[src/rtl/arb_pkg.sv]
// Shared constants and helpers for the N-way arbitrating output mux.
package arb_pkg;

  localparam int ARB_FIXED = 0;
  localparam int ARB_RR    = 1;

  // Select-index width; a single channel still needs one bit for out_sel.
  function automatic int sel_width(input int n);
    return (n <= 1) ? 1 : $clog2(n);
  endfunction

endpackage

[src/rtl/arb_grant.sv]
// Combinational rotating priority encoder: first request at or after the start
// pointer (wrapping) wins; fixed mode always starts the search at channel 0.
module arb_grant #(
  parameter int N     = 4,
  parameter int SEL_W = 2
) (
  input  logic [N-1:0]     i_req,
  input  logic [SEL_W-1:0] i_ptr,
  input  logic             i_mode,
  output logic [N-1:0]     o_grant,
  output logic [SEL_W-1:0] o_idx,
  output logic             o_any
);

  localparam logic [SEL_W:0] L_N = (SEL_W+1)'(N);

  logic [SEL_W-1:0] w_start;
  logic [SEL_W-1:0] w_off;
  logic [N-1:0]     w_rot;
  logic [SEL_W:0]   w_sum;

  assign w_start = i_mode ? i_ptr : '0;

  // Rotating the doubled vector puts the start channel at bit 0.
  assign w_rot = N'({i_req, i_req} >> w_start);

  always_comb begin
    w_off = '0;
    o_any = 1'b0;
    for (int j = N - 1; j >= 0; j--) begin
      if (w_rot[j]) begin
        w_off = SEL_W'(j);
        o_any = 1'b1;
      end
    end
  end

  assign w_sum   = {1'b0, w_start} + {1'b0, w_off};
  assign o_idx   = (w_sum >= L_N) ? SEL_W'(w_sum - L_N) : w_sum[SEL_W-1:0];
  assign o_grant = o_any ? (N'(1) << o_idx) : '0;

endmodule

[src/rtl/arb_mux_n.sv]
// N-channel arbiter feeding a single output register with valid/ready handshakes
// on both sides; sustains one word per cycle when downstream is always ready.
module arb_mux_n
  import arb_pkg::*;
#(
  parameter int WIDTH = 64,
  parameter int N     = 4,
  parameter int RR    = ARB_RR
) (
  input  logic                    clk,
  input  logic                    reset_n,
  input  logic [N-1:0]            in_valid,
  input  logic [N*WIDTH-1:0]      in_data,
  output logic [N-1:0]            in_ready,
  output logic                    out_valid,
  output logic [WIDTH-1:0]        out_data,
  output logic [sel_width(N)-1:0] out_sel,
  input  logic                    out_ready
);

  localparam int   SEL_W = sel_width(N);
  localparam logic IS_RR = (RR == ARB_RR);

  logic [SEL_W-1:0] r_ptr;
  logic             r_outValid;
  logic [WIDTH-1:0] r_outData;
  logic [SEL_W-1:0] r_outSel;

  logic [N-1:0]     w_grant;
  logic [SEL_W-1:0] w_idx;
  logic             w_any;
  logic             w_free;
  logic             w_accept;
  logic [WIDTH-1:0] w_data;
  logic [SEL_W-1:0] w_ptrNext;

  arb_grant #(
    .N     (N),
    .SEL_W (SEL_W)
  ) u_grant (
    .i_req   (in_valid),
    .i_ptr   (r_ptr),
    .i_mode  (IS_RR),
    .o_grant (w_grant),
    .o_idx   (w_idx),
    .o_any   (w_any)
  );

  // Gating with reset_n keeps in_ready low for the whole reset window.
  assign w_free   = ~r_outValid | out_ready;
  assign w_accept = reset_n & w_free & w_any;
  assign in_ready = w_accept ? w_grant : '0;

  always_comb begin
    w_data = '0;
    for (int i = 0; i < N; i++) begin
      if (w_grant[i]) begin
        w_data = in_data[i*WIDTH +: WIDTH];
      end
    end
  end

  assign w_ptrNext = (w_idx == SEL_W'(N - 1)) ? '0 : w_idx + 1'b1;

  always_ff @(posedge clk or negedge reset_n) begin
    if (!reset_n) begin
      r_ptr      <= '0;
      r_outValid <= 1'b0;
      r_outData  <= '0;
      r_outSel   <= '0;
    end else begin
      if (w_accept) begin
        r_outValid <= 1'b1;
        r_outData  <= w_data;
        r_outSel   <= w_idx;
      end else if (out_ready) begin
        r_outValid <= 1'b0;
      end
      if (IS_RR && w_accept) begin
        r_ptr <= w_ptrNext;
      end
    end
  end

  assign out_valid = r_outValid;
  assign out_data  = r_outData;
  assign out_sel   = r_outSel;

endmodule
[config.mk]
export PLATFORM = sky130hd
export DESIGN_NAME = arb_mux_n
export DESIGN_NICKNAME = d
export VERILOG_FILES = /design/src/rtl/arb_pkg.sv /design/src/rtl/arb_grant.sv /design/src/rtl/arb_mux_n.sv
export SDC_FILE = /design/constraint.sdc
export NUM_CORES = 1
export LEC_CHECK = 0
export CAP_MARGIN = 20
export CORE_AREA = 2 2 131 133
export DETAILED_ROUTE_END_ITERATION = 8
export DIE_AREA = 0 0 133 135
export MAX_ROUTING_LAYER = met4
export PLACE_DENSITY = 0.73
export SYNTH_ARGS = -nofsm -noshare
export SYNTH_HDL_FRONTEND = slang
export SYNTH_SLANG_ARGS = --single-unit
[constraint.sdc]
create_clock -name clk -period 2.8 [get_ports clk]
set_input_delay 0.28 -clock clk [delete_from_list [all_inputs] [get_ports clk]]
set_output_delay 0.28 -clock clk [all_outputs]
set_load 0.02 [all_outputs]
; ---- Yosys cells after proc, flatten, opt, wreduce, memory -nomap -nowiden
; Cells that the tools add are included.
[classes]
addsub = 3
n_lt_le_gt_ge = 1
eq_ne = 1
shifts = 2
n_mux = 18
n_bitwise = 4
n_reduce_logical = 1
[ops]
columns = operator, n
row1 = $mux W64, 4
row2 = $mux W2, 6
row3 = $mux W4, 2
row4 = $shr A8 B2 Y4, 1
row5 = $mux W1, 6
row6 = $shl A1 B2 Y4 const A, 1
row7 = $add A2 B2 Y3, 1
row8 = $ge A3 B3 Y1 const B, 1
row9 = $add A2 B1 Y2 const B, 1
row10 = $and A1 B1 Y1, 2
row11 = $eq A2 B2 Y1 const B, 1
row12 = $reduce_bool A2 Y1, 1
row13 = $sub A2 B1 Y2 const B, 1
row14 = $not A1 Y1, 1
row15 = $or A1 B1 Y1, 1
[totals]
ff_bits = 69
out_inout_bits = 71
wordCells = 34

; ---- Longest topological paths before layout
[logic_depth]
depth_word = 14
depth_mapped = 16
ltp_nobuf = 13

; ---- By module
; From an unflattened synthesis, not the netlist that was laid out.
[hier_totals]
cells_unflattened = 639
hier_area_um2 = 5156.2
[by_module_without_submodules]
columns = mod, instances, cells_each, area_each_um2, seq_area_each_um2
row1 = arb_mux_n, 1, 606, 4929.7, 1726.7
row2 = arb_grant, 1, 33, 226.5, 0.0

; ---- Least setup slack after synthesis
; Ideal clock, no wire load.
[synth_timing]
path_kind = reg-to-reg
startpoint = register r_ptr[1]
endpoint = register r_outData[43], in the netlist out_data[43]
setup_time_ns = 0.065
t_arrival_ns = 2.921
t_required_ns = 2.735
slack_ns = -0.186
path_stages_with_launch = 17
path_cell_list = dfrtp_1 > clkbuf_1 > nand2_1 > a21oi_1 > o22ai_1 > o21a_1 > ha_1 > xnor2_1 > and4_4 > or2_1 > ha_1 > buf_2 > clkbuf_1 > and3b_1 > a211oi_1 > o311ai_0 > o21a_1
[synth_via]
elab_chain_cells = 14
word_cells_on_any_way = 20
cone_classes = add/sub (2) / order compare (1) / shift (2) / mux (14) / bitwise (1)
[synth_lines]
columns = item, line_no
row1 = start: declaration, arb_mux_n.sv:24  ; logic [SEL_W-1:0] r_ptr;
row2 = start signal: assignment, arb_mux_n.sv:80  ; r_ptr <= w_ptrNext;
row3 = $shr A8 B2 Y4, arb_grant.sv:25  ; assign w_rot = N'({i_req, i_req} >> w_start);
row4 = $mux W2 (4 in series), arb_grant.sv:31  ; if (w_rot[j]) begin
row5 = $add A2 B2 Y3, arb_grant.sv:38  ; assign w_sum = {1'b0, w_start} + {1'b0, w_off};
row6 = $ge A3 B3 Y1 / $sub A2 B1 Y2 (equally long branches), arb_grant.sv:39  ; assign o_idx = (w_sum >= L_N) ? SEL_W'(w_sum - L_N) : w_sum[SEL_W-1:0];
row7 = $mux W2, arb_grant.sv:39
row8 = $shl A1 B2 Y4, arb_grant.sv:40  ; assign o_grant = o_any ? (N'(1) << o_idx) : '0;
row9 = $mux W4, arb_grant.sv:40
row10 = $mux W64 (4 in series), arb_mux_n.sv:57  ; if (w_grant[i]) begin
row11 = end signal: assignment, arb_mux_n.sv:74  ; r_outData <= w_data;
row12 = end: declaration, arb_mux_n.sv:26  ; logic [WIDTH-1:0] r_outData;
; Parallel ways exist; a longest one is shown, timed or not.
; A chain may end at the register's enable or synchronous reset.

; ---- Worst setup path after layout
[layout_timing]
startpoint = register r_ptr[1]
endpoint = register r_outData[48], in the netlist out_data[48]
; Same word-level chain as after synthesis.

==> flow_metrics.py <==
metrics = {
    "run_status": {
        "status": "finished with violations",
        "violations": "negative setup slack",
    },
    "layout": {
        "seq_area_mm2": 0.00173,
        "instances_no_fill": 1133,
        "layout-drive-gt1-share_pct": 18.0,
        "fin_nets": 1175,
        "areaGrowthSynthToFinish_pct": 93.3,
        "post-route-util_pct": 60.1,
        "fill_cells": 1425,
        "multiInputGateArea_mm2": 0.00348,
    },
    "sta": {
        "max-slew-margin-rel_pct": 36.8,
        "skew_ns": 0.00805,
        "tightest_slew_ns": 0.948,
        "fmax_ghz": 0.334,
        "drv_slew": 0,
        "period_share_pct": 107,
        "period_minus_slack_ns": 3.00,
        "rsz0062_at_grt": "true",
        "finalHoldViolCount": 0,
        "hold_slack_ns": 0.222,
        "finalWorstSetupSlack_ns": -0.198,
        "setup_viol": 67,
    },
    "logic_synthesis": {
        "synthFlopType": "dfrtp_1",
        "synthDominantAreaCellType": "dfrtp_1",
        "syn_area_mm2": 0.00510,
        "ys_warn_count": 0,
        "syn_nets": 834,
        "synth_edf_count": 0,
        "synth.top_cells.by_area": "dfrtp_1, and3b_1, o21a_1, a211oi_1, o311ai_1",
        "ys_seq_area_share_pct": 33.9,
        "syn_inst": 566,
        "syn_avg_cell_area_um2": 9.00,
        "synth_cell_types": 35,
        "synthArstFlopShare_pct": 100,
        "yosysTopAreaCellShare_pct": 33.9,
        "ys_ff_latch": 69,
    },
    "global_route": {
        "antenna_found_initial": 1,
        "grt_use_total_pct": 23.8,
        "grt_max_degree": 110,
        "grt_overflow": 0,
        "grt_pass1_wl_um": 32200,
        "grt_pass1_vias": 5874,
    },
    "clock_network": {
        "htree_levels": 3,
        "cts_made_buffers": 9,
        "clkTransAtPathRegs_ns": 0.06,
        "cts.sinks": 69,
        "clk_latency_ns": 0.34,
        "cts.path.max_buffers": 2,
        "cts-root-buf": "clkbuf_16",
        "tritoncts": "yes",
    },
    "floorplan": {
        "boundaryPins": 334,
        "core_mm2": 0.0164,
        "start_util_pct": 31.1,
        "floorplan.rows": 47,
        "die_y_um": 135,
        "fp.dieW_um": 133,
        "dieArea_mm2": 0.0180,
    },
    "route": {
        "avgRoutedWirePerCell_um": 19.3,
        "vias": 5947,
        "ant_nets": 0,
        "via_per_inst": 5.25,
        "drt_iter0_markers": 274,
        "drc_errors": 0,
        "routed_wirelength_um": 21900,
        "drtPass1Iterations": 4,
    },
    "critical_path": {
        "crit_path_top_delay_cell": "dfrtp_1",
        "path_buf_inv": 3,
        "endpoint_kind": "flop",
        "max_stage_delay_ns": 0.42,
        "path_common_cell": "o21a_1",
        "criticalPathCategory": "flop to flop",
        "cp_top_family": "compound AO/OA/AOI/OAI gates",
        "critPathLaunchType": "flop",
        "worst_ep_arrival_time_ns": 3.28,
        "worst-endpoint-required_ns": 3.08,
        "critPathMaxFanout": 6,
        "crit_path_cell_trace": "nand2_2 > a21oi_2 > o22ai_1 > o21a_1 > ha_2 > xnor2_2 > and4_4 > or2_4 > ha_4 > buf_4 > buf_12 > buf_16 > and3b_1 > a211oi_1 > o311ai_1 > o21a_1",
    },
    "power_and_ir_drop": {
        "p_sw_mw": 5.80,
        "clockPowerShare_pct": 7.8,
        "total_power_mw": 13.3,
        "total_leakage_power_nw": 3.80,
        "p_seq_share_pct": 13.6,
        "p_per_area_mw_per_mm2": 1350,
        "switching_share_pct": 43.6,
        "ir_drop_v": 0.000640,
        "power_frac_comb_pct": 78.6,
        "power.internal_mw": 7.51,
    },
    "run": {
        "cap_violations": 0,
    },
    "worst_hold_path": {
        "min_path_type": "input port to asynchronous set/reset pin",
    },
    "placement": {
        "numPortBuffers": 333,
        "dp.cells": 1099,
        "dp_hpwl_um": 14900,
        "gp_congestion": 0.893,
    },
}
==> power groups by stage <==
stage	logic, mW	registers [mW]	clock network [mW]
finish	10.5	1.82	1.04
detailed placement	8.38	1.82	0
global placement	8.26	1.81	0
CTS	9.79	1.81	1.07
global route	11.2	1.88	1.12
floorplan	4.43	2.40	0
==> layout make-up <==
cell class                      instances  area share (%)
Antenna cell                            1          0.0254
Multi-Input combinational cell        430            35.4
Clock buffer                           10            2.32
Tap cell                              220            2.79
Clock inverter                          6           0.305
Sequential cell                        69            17.5
Timing Repair Buffer                  396            41.6
Inverter                                1          0.0381
==> placed cells by master, fill, tap and decap left out, drive strengths merged, types with 4 or more instances in the layout <==
master	netlist	layout
ha	5	5
clkinv	0	6
and2	4	4
clkdlybuf4s50	0	326
and3b	63	63
o21ai	4	4
o21a	65	65
dfrtp	69	69
o311ai	64	64
a211oi	63	63
nor2b	70	70
clkbuf	45	12
nand2	71	71
buf	21	66
==> registers in the layout, summed over array words and instances (netlist names) <==
register and count:
out_data 64, out_sel 2, out_valid 1, r_ptr 2
==> final timing paths <==
check,from,end,slack (ns),cells after the start
setup / recovery,r_ptr[1]$_DFFE_PN0P_,out_data[48]$_DFFE_PN0P_,-0.20,16
hold / removal,reset_n,out_data[35]$_DFFE_PN0P_,0.22,2
setup reg to reg,r_ptr[1]$_DFFE_PN0P_,out_data[48]$_DFFE_PN0P_,-0.20,16
hold reg to reg,out_data[34]$_DFFE_PN0P_,out_data[34]$_DFFE_PN0P_,0.49,1
max in group asynchronous,reset_n,out_data[20]$_DFFE_PN0P_,1.96,2
min in group clk,reset_n,out_valid$_DFFE_PN0P_,0.23,3
==> timing repair <==
action / 4_1_cts / 5_1_grt
setup endpoints to repair: 68 / 68
gates cloned: 4 / 2
setup buffers: 8 / 4
hold buffers: 0 / 0
pin swaps: 24 / 40
gates resized for setup: 74 / 48
==> cell usage after synthesis, drive strengths merged, types with 2 or more instances <==
master and count:
nand2 71, nor2b 70, dfrtp 69, o21a 65, o311ai 64, a211oi 63
and3b 63, clkbuf 45, buf 21, ha 5, and2 4, o21ai 4
a21oi 2, nand2b 2, nor3b 2, o31ai 2
==> stage by stage <==
stage	worst slack, ns	cell area [um2]	TNS, ns
2_1_floorplan	-0.00920	5130	-0.225
3_3_place_gp	-0.596	8900	-32.77
3_5_place_dp	-0.657	8900	-37.28
4_1_cts	-0.150	9620	-6.30
5_1_grt	-0.319	9850	-14.64
6_report	-0.198	9850	-7.83
==> layer usage <==
layer  GRT usage (%)  vias up  wire, um
met4            8.54        0       576
met5               -        -         0
met1            27.7     2859      9000
li1                -     2824         -
met2            40.6      228     11000
met3            5.26       36      1320
==> cell families after synthesis <==
| kind of cell | after synthesis | synth area share, % |
|---|---|---|
| AO/OA/AOI/OAI | 205 | 31.9 |
| XOR/XNOR | 1 | 0.172 |
| adder cells (fa/ha/maj) | 5 | 1.23 |
| buffers and inverters | 67 | 5.99 |
| flip-flops | 69 | 33.9 |
| multiplexers | 1 | 0.196 |
| AND/OR/NAND/NOR | 218 | 26.6 |
Power figures use the tool's default switching activity.
